## config.mk

```make
export PLATFORM = sky130hd
export DESIGN_NAME = band_matrix_loader
export DESIGN_NICKNAME = d
export VERILOG_FILES = /design/src/rtl/band_matrix_loader_pkg.sv /design/src/rtl/band_matrix_loader_bank.sv /design/src/rtl/band_matrix_loader.sv
export SDC_FILE = /design/constraint.sdc
export NUM_CORES = 1
export LEC_CHECK = 0
export ABC_AREA = 1
export BUFFER_PORTS_ARGS = -buffer_cell sky130_fd_sc_hd__buf_4
export CELL_PAD_IN_SITES_DETAIL_PLACEMENT = 1
export CELL_PAD_IN_SITES_GLOBAL_PLACEMENT = 2
export CORE_ASPECT_RATIO = 0.5
export CORE_MARGIN = 1
export CORE_UTILIZATION = 27
export DETAILED_ROUTE_END_ITERATION = 10
export GPL_ROUTABILITY_DRIVEN = 0
export PLACE_DENSITY = 0.84
export REMOVE_ABC_BUFFERS = 1
export SLEW_MARGIN = 0
export SYNTH_ARGS = -nofsm -noshare
export SYNTH_HDL_FRONTEND = slang
export SYNTH_SLANG_ARGS = --single-unit
export TNS_END_PERCENT = 30
```

## constraint.sdc

```tcl
create_clock -name clk -period 1.5 [get_ports clk]
set_input_delay 0.15 -clock clk [delete_from_list [all_inputs] [get_ports clk]]
set_output_delay 0.15 -clock clk [all_outputs]
set_load 0.005 [all_outputs]
```

## src/rtl/band_matrix_loader_pkg.sv

```systemverilog
// ============================================================================
// Module  : band_matrix_loader_pkg
// Brief   : Shared widths, feed-count constants, FSM encoding and band-order
//           element indices for the band matrix loader.
// Revision: 1.0 - initial release
// ============================================================================
`default_nettype none

package band_matrix_loader_pkg;

    localparam int DW    = 8;
    localparam int NELEM = 44;
    localparam int CNT_W = 5;
    localparam int IDX_W = 6;

    localparam logic [CNT_W-1:0] LAST_CNT = 5'd21;
    localparam logic [CNT_W-1:0] CNT_IDLE = 5'd31;

    typedef enum logic {
        LOAD = 1'b0,
        FEED = 1'b1
    } state_t;

    // Row-major band order of the 8x8, half-bandwidth-4 matrix
    localparam logic [IDX_W-1:0] IDX_A11 = 6'd0,  IDX_A12 = 6'd1,  IDX_A13 = 6'd2,  IDX_A14 = 6'd3;
    localparam logic [IDX_W-1:0] IDX_A21 = 6'd4,  IDX_A22 = 6'd5,  IDX_A23 = 6'd6,  IDX_A24 = 6'd7,
                                 IDX_A25 = 6'd8;
    localparam logic [IDX_W-1:0] IDX_A31 = 6'd9,  IDX_A32 = 6'd10, IDX_A33 = 6'd11, IDX_A34 = 6'd12,
                                 IDX_A35 = 6'd13, IDX_A36 = 6'd14;
    localparam logic [IDX_W-1:0] IDX_A41 = 6'd15, IDX_A42 = 6'd16, IDX_A43 = 6'd17, IDX_A44 = 6'd18,
                                 IDX_A45 = 6'd19, IDX_A46 = 6'd20, IDX_A47 = 6'd21;
    localparam logic [IDX_W-1:0] IDX_A52 = 6'd22, IDX_A53 = 6'd23, IDX_A54 = 6'd24, IDX_A55 = 6'd25,
                                 IDX_A56 = 6'd26, IDX_A57 = 6'd27, IDX_A58 = 6'd28;
    localparam logic [IDX_W-1:0] IDX_A63 = 6'd29, IDX_A64 = 6'd30, IDX_A65 = 6'd31, IDX_A66 = 6'd32,
                                 IDX_A67 = 6'd33, IDX_A68 = 6'd34;
    localparam logic [IDX_W-1:0] IDX_A74 = 6'd35, IDX_A75 = 6'd36, IDX_A76 = 6'd37, IDX_A77 = 6'd38,
                                 IDX_A78 = 6'd39;
    localparam logic [IDX_W-1:0] IDX_A85 = 6'd40, IDX_A86 = 6'd41, IDX_A87 = 6'd42, IDX_A88 = 6'd43;

endpackage

`default_nettype wire

```

## src/rtl/band_matrix_loader_bank.sv

```systemverilog
// ============================================================================
// Module  : band_bank
// Brief   : NELEM x DW register bank, one write port, full flat read bus.
// Revision: 1.0 - initial release
// ============================================================================
`default_nettype none

module band_bank
    import band_matrix_loader_pkg::*;
(
    input  logic                  clk,
    input  logic                  rst,
    input  logic                  we,
    input  logic [IDX_W-1:0]      idx,
    input  logic [DW-1:0]         wdata,
    output logic [NELEM*DW-1:0]   rdata
);

    generate
        for (genvar k = 0; k < NELEM; k++) begin : g_elem
            logic [DW-1:0] elem_q;

            always_ff @(posedge clk) begin
                if (rst) begin
                    elem_q <= '0;
                end else if (we && (idx == IDX_W'(k))) begin
                    elem_q <= wdata;
                end
            end

            assign rdata[k*DW +: DW] = elem_q;
        end
    endgenerate

endmodule

`default_nettype wire

```

## src/rtl/band_matrix_loader.sv

```systemverilog
// ============================================================================
// Module  : band_matrix_loader
// Brief   : Loads 44 band elements over valid/ready, holds them on a_flat and
//           sequences the 0..21 feed count. Define LOADER_DBUF_EN for a
//           front/back double-buffered bank pair.
// Revision: 1.0 - initial release
// ============================================================================
`default_nettype none

module band_matrix_loader
    import band_matrix_loader_pkg::*;
(
    input  logic                  clk,
    input  logic                  rst,
    input  logic                  in_valid,
    output logic                  in_ready,
    input  logic [DW-1:0]         in_data,
    input  logic                  feed_en,
    output logic [CNT_W-1:0]      count,
    output logic [NELEM*DW-1:0]   a_flat,
    output logic                  busy,
    output logic                  done
);

    state_t             state_q, state_d;
    logic [IDX_W-1:0]   wr_idx_q, wr_idx_d;
    logic [CNT_W-1:0]   count_q, count_d;
    logic               busy_q;
    logic               done_q, done_d;
    logic               w_accept;
    logic               w_last;

    assign w_accept = in_valid & in_ready;
    assign w_last   = w_accept & (wr_idx_q == IDX_A88);

`ifdef LOADER_DBUF_EN
    // sel_q names the front (feeding) bank; writes always target the other one
    logic               sel_q, sel_d;
    logic               back_full_q, back_full_d;
    logic [NELEM*DW-1:0] w_flat0, w_flat1;

    assign in_ready = (state_q == LOAD) | ~back_full_q;

    band_bank u_bank0 (
        .clk   (clk),
        .rst   (rst),
        .we    (w_accept & sel_q),
        .idx   (wr_idx_q),
        .wdata (in_data),
        .rdata (w_flat0)
    );

    band_bank u_bank1 (
        .clk   (clk),
        .rst   (rst),
        .we    (w_accept & ~sel_q),
        .idx   (wr_idx_q),
        .wdata (in_data),
        .rdata (w_flat1)
    );

    assign a_flat = sel_q ? w_flat1 : w_flat0;
`else
    assign in_ready = (state_q == LOAD);

    band_bank u_bank (
        .clk   (clk),
        .rst   (rst),
        .we    (w_accept),
        .idx   (wr_idx_q),
        .wdata (in_data),
        .rdata (a_flat)
    );
`endif

    always_comb begin
        state_d  = state_q;
        count_d  = count_q;
        done_d   = 1'b0;
        wr_idx_d = wr_idx_q;
`ifdef LOADER_DBUF_EN
        sel_d       = sel_q;
        back_full_d = back_full_q;
`endif
        if (w_accept) begin
            wr_idx_d = w_last ? '0 : wr_idx_q + IDX_W'(1);
        end

        if (state_q == LOAD) begin
            if (w_last) begin
                state_d = FEED;
                count_d = '0;
`ifdef LOADER_DBUF_EN
                sel_d   = ~sel_q;
`endif
            end
        end else begin
`ifdef LOADER_DBUF_EN
            if (w_last) begin
                back_full_d = 1'b1;
            end
`endif
            if (feed_en) begin
                if (count_q == LAST_CNT) begin
                    done_d = 1'b1;
`ifdef LOADER_DBUF_EN
                    // A back bank completing this very cycle still chains directly
                    if (back_full_q | w_last) begin
                        sel_d       = ~sel_q;
                        back_full_d = 1'b0;
                        count_d     = '0;
                    end else begin
                        state_d = LOAD;
                        count_d = CNT_IDLE;
                    end
`else
                    state_d = LOAD;
                    count_d = CNT_IDLE;
`endif
                end else begin
                    count_d = count_q + CNT_W'(1);
                end
            end
        end
    end

    always_ff @(posedge clk) begin
        if (rst) begin
            state_q  <= LOAD;
            wr_idx_q <= '0;
            count_q  <= CNT_IDLE;
            busy_q   <= 1'b0;
            done_q   <= 1'b0;
        end else begin
            state_q  <= state_d;
            wr_idx_q <= wr_idx_d;
            count_q  <= count_d;
            busy_q   <= (count_d != CNT_IDLE);
            done_q   <= done_d;
        end
    end

`ifdef LOADER_DBUF_EN
    always_ff @(posedge clk) begin
        if (rst) begin
            sel_q       <= 1'b0;
            back_full_q <= 1'b0;
        end else begin
            sel_q       <= sel_d;
            back_full_q <= back_full_d;
        end
    end
`endif

    assign count = count_q;
    assign busy  = busy_q;
    assign done  = done_q;

endmodule

`default_nettype wire

```

==> flow_summary.toml <==
[setup_path]
required_ns = 1.97
crit_path_start_kind = "flop"
slowest_stage = "dfxtp_4"
worstPathArrival_ns = 2.03
max_stage_delay_ns = 0.36
rrSetupSlack_ns = -0.06
r2r-start = "wr_idx_q[2]$_SDFFE_PP0P_"
ff2ff_path_depth = 8
criticalPathCategory = "flop to flop"
worstReg2RegEnd = "u_bank.g_elem[10].elem_q[4]$_SDFFE_PP0P_"
path_cells = "inv_1 -> nand2_4 -> buf_4 -> nor2_1 -> nand2_1 -> clkinv_4 -> o21ai_0 -> a21oi_1"
endpoint_kind = "flop"
cp_max_fo = 16

[timing]
holdWs_ns = 0.06435
grt_setup_unrepaired = "true"
clock-skew-final_ns = 0.01551
hold_viol_final = 0
worst_slack_ns = -0.05903
drv_slew = 0
fin_crit_ns = 1.559
final-setup-viol-count = 35
relSlewSlack_pct = 74.45
tightest_slew_ns = 0.3833
fin_crit_sh_pct = 103.9
fmax_mhz = 641.4

[synth]
synth_edf_count = 0
syn_inst = 1403
synth.distinct_cells = 33
synth_top_area_cell = "dfxtp_1"
synthArstFlopShare_pct = 0
synth_area_leaders = "dfxtp_1 (58%), a21oi_1 (13%), o21ai_0 (12%), clkbuf_1 (2.1%), nand2_1 (2.1%)"
synth.most_common_cell = "dfxtp_1"
ys.flop_type = "dfxtp_1"
netlist_area_sq_um = 12700
synth.top_cell.area_share_pct = 57.68
yosys_warnings = 0
ys_ff_latch = 366
synth-seq-area-share_pct = 57.68
synthTopCellsByCount = "dfxtp_1 (366), a21oi_1 (330), o21ai_0 (310)"
syn_area_per_cell_sq_um = 9.054

[clock_tree]
cts-root-buf = "clkbuf_16"
clkTransAtPathRegs_ns = 0.07
numClockSinks = 366
cts_made_buffers = 37
h-tree-depth = 2
clk_latency_ns = 0.54
cts_tree = "built"
clock_path_buffers = 3

[place]
pre_cts_ws_ns = -0.2687
hpwl_um = 33280
portBuffers = 371

[hold_path]
min_from = "in_valid"
min_to = "wr_idx_q[3]$_SDFFE_PP0P_"
hp-class = "input pin to flop"
min_delay_path_depth = 4

[job]
maxCapViolCount = 0

[global_routing]
grt_overflow = 0
track_usage_pct = 20.37
grt_pass1_wl_um = 75060
grt_max_degree = 52
antenna_found_initial = 1
grt_pass1_vias = 12060

[pwr]
worst_ir_drop_vdd_mv = 0.7422
powerDensity_nw_per_um2 = 1051
p_leak_nw = 8.400

[drt]
final_antenna_net_count = 0
wl_per_cell_um = 21.22
drc = 0
routed_via_density = 4.907
firstDrtPassIters = 6
finalWirelength_um = 52800
vias = 12210
first_iter_violations = 801

[floorplanning]
io_pins = 372
num_rows = 55
die_w_um = 308.7
dieHeight_um = 155.4
dieArea_sq_um = 47970
start_util_pct = 27.71
core_area_sq_um = 45830

[final_layout]
fin_util_pct = 41.74
drive_above_1_share_pct = 40.11
syn2layout_area_growth_pct = 50.60
final_nets = 1855
fillers = 5224

[run_status]
status = "finished, violations left"
violations = "setup timing"
[per-layer routing]
metal | track usage [%] | wire (um) | up-vias
li1 | - | - | 5752
met1 | 23.31 | 21030 | 6095
met2 | 36.69 | 27600 | 229
met3 | 2.847 | 1426 | 133
met4 | 11.23 | 2747 | 0
met5 | 0 | 0 | -
[critical path, delay by kind of cell (launching register included)]
family | cells | cell delay [ns]
AND/OR/NAND/NOR | 3 | 0.43
buffers and inverters | 3 | 0.41
flip-flops | 1 | 0.36
AO/OA/AOI/OAI | 2 | 0.29
[cells in the final DEF, fill, tap and decap left out, types with 12 or more instances in the layout]
cell type  instances
buf_6             18
nand2_2           12
clkinv_4          20
nor2_1            20
dfxtp_1          358
a21oi_1          312
buf_12            34
o21ai_0          243
nand2_1           50
nand3_1           16
o21ai_2           23
inv_4             16
clkbuf_16         43
inv_2             12
nor2_4            13
o21ai_1           74
buf_4            437
a21oi_2           36
[metrics by stage]
stage	area, sq um	power [mW]	TNS, ns	instances
finish	19130	20.10	-0.9922	2488
global route	19130	20.69	-8.246	2488
CTS	18340	20.13	-0.7424	2455
detailed placement	16680	10.92	-26.11	2368
global placement	16680	10.91	-13.40	2368
floorplan	12030	10.36	-1013.70	1282
[how the worst max path moves through the flow]
stage	startpoint	to	cells past startpoint
finish	wr_idx_q[2]$_SDFFE_PP0P_	u_bank.g_elem[10].elem_q[4]$_SDFFE_PP0P_	8
global route	wr_idx_q[1]$_SDFFE_PP0P_	u_bank.g_elem[28].elem_q[0]$_SDFFE_PP0P_	8
CTS	wr_idx_q[0]$_SDFFE_PP0P_	u_bank.g_elem[15].elem_q[3]$_SDFFE_PP0P_	9
detailed placement	wr_idx_q[1]$_SDFFE_PP0P_	u_bank.g_elem[34].elem_q[1]$_SDFFE_PP0P_	8
global placement	wr_idx_q[1]$_SDFFE_PP0P_	u_bank.g_elem[33].elem_q[5]$_SDFFE_PP0P_	8
floorplan	rst	u_bank.g_elem[22].elem_q[5]$_SDFFE_PP0P_	3
[where the power goes]
part           internal (mW)  switching (mW)  total [mW]
logic                  0.372           0.692        1.06
registers               9.77          0.0399        9.81
clock network           5.24            3.98        9.22
total                   15.4            4.71        20.1
[cell type report]
cell class                      instances  area (sq um)  area share (%)
Timing Repair Buffer                  508          4439           23.21
Tap cell                              627         784.5           4.101
Clock buffer                           58          1147           5.998
Timing Repair inverter                  8         48.80          0.2551
Clock inverter                          4         28.78          0.1504
Antenna cell                            1         2.502         0.01308
Inverter                               60         392.9           2.054
Multi-Input combinational cell        856          4938           25.82
Sequential cell                       366          7347           38.41
[kinds of logic (layout without fill, tap and decap cells)]
family                   Yosys count  in the layout  synth area share [%]
flip-flops                       366            366                 57.68
buffers and inverters            181            638                 7.102
adder cells (fa/ha/maj)            6              6                0.5910
other                              0              1                     0
AND/OR/NAND/NOR                  150            150                 6.176
AO/OA/AOI/OAI                    698            698                 28.31
XOR/XNOR                           2              2                0.1379
[flip-flops by register name (all words and copies together) (netlist names)]
signal and cells:
done 1, u_bank.g_elem.elem_q 352, state_q 1, busy 1
count 5, wr_idx_q 6
[what timing repair did]
item                                    4_1_cts  5_1_grt
endpoints found under the hold margin        21        0
pin swaps                                     9       36
setup buffers                                 9       24
gates resized for setup                      89      220
endpoints found under the setup margin      288      343
hold buffers                                 10        0
gates cloned                                  6       10
Power figures use the tool's default switching activity.
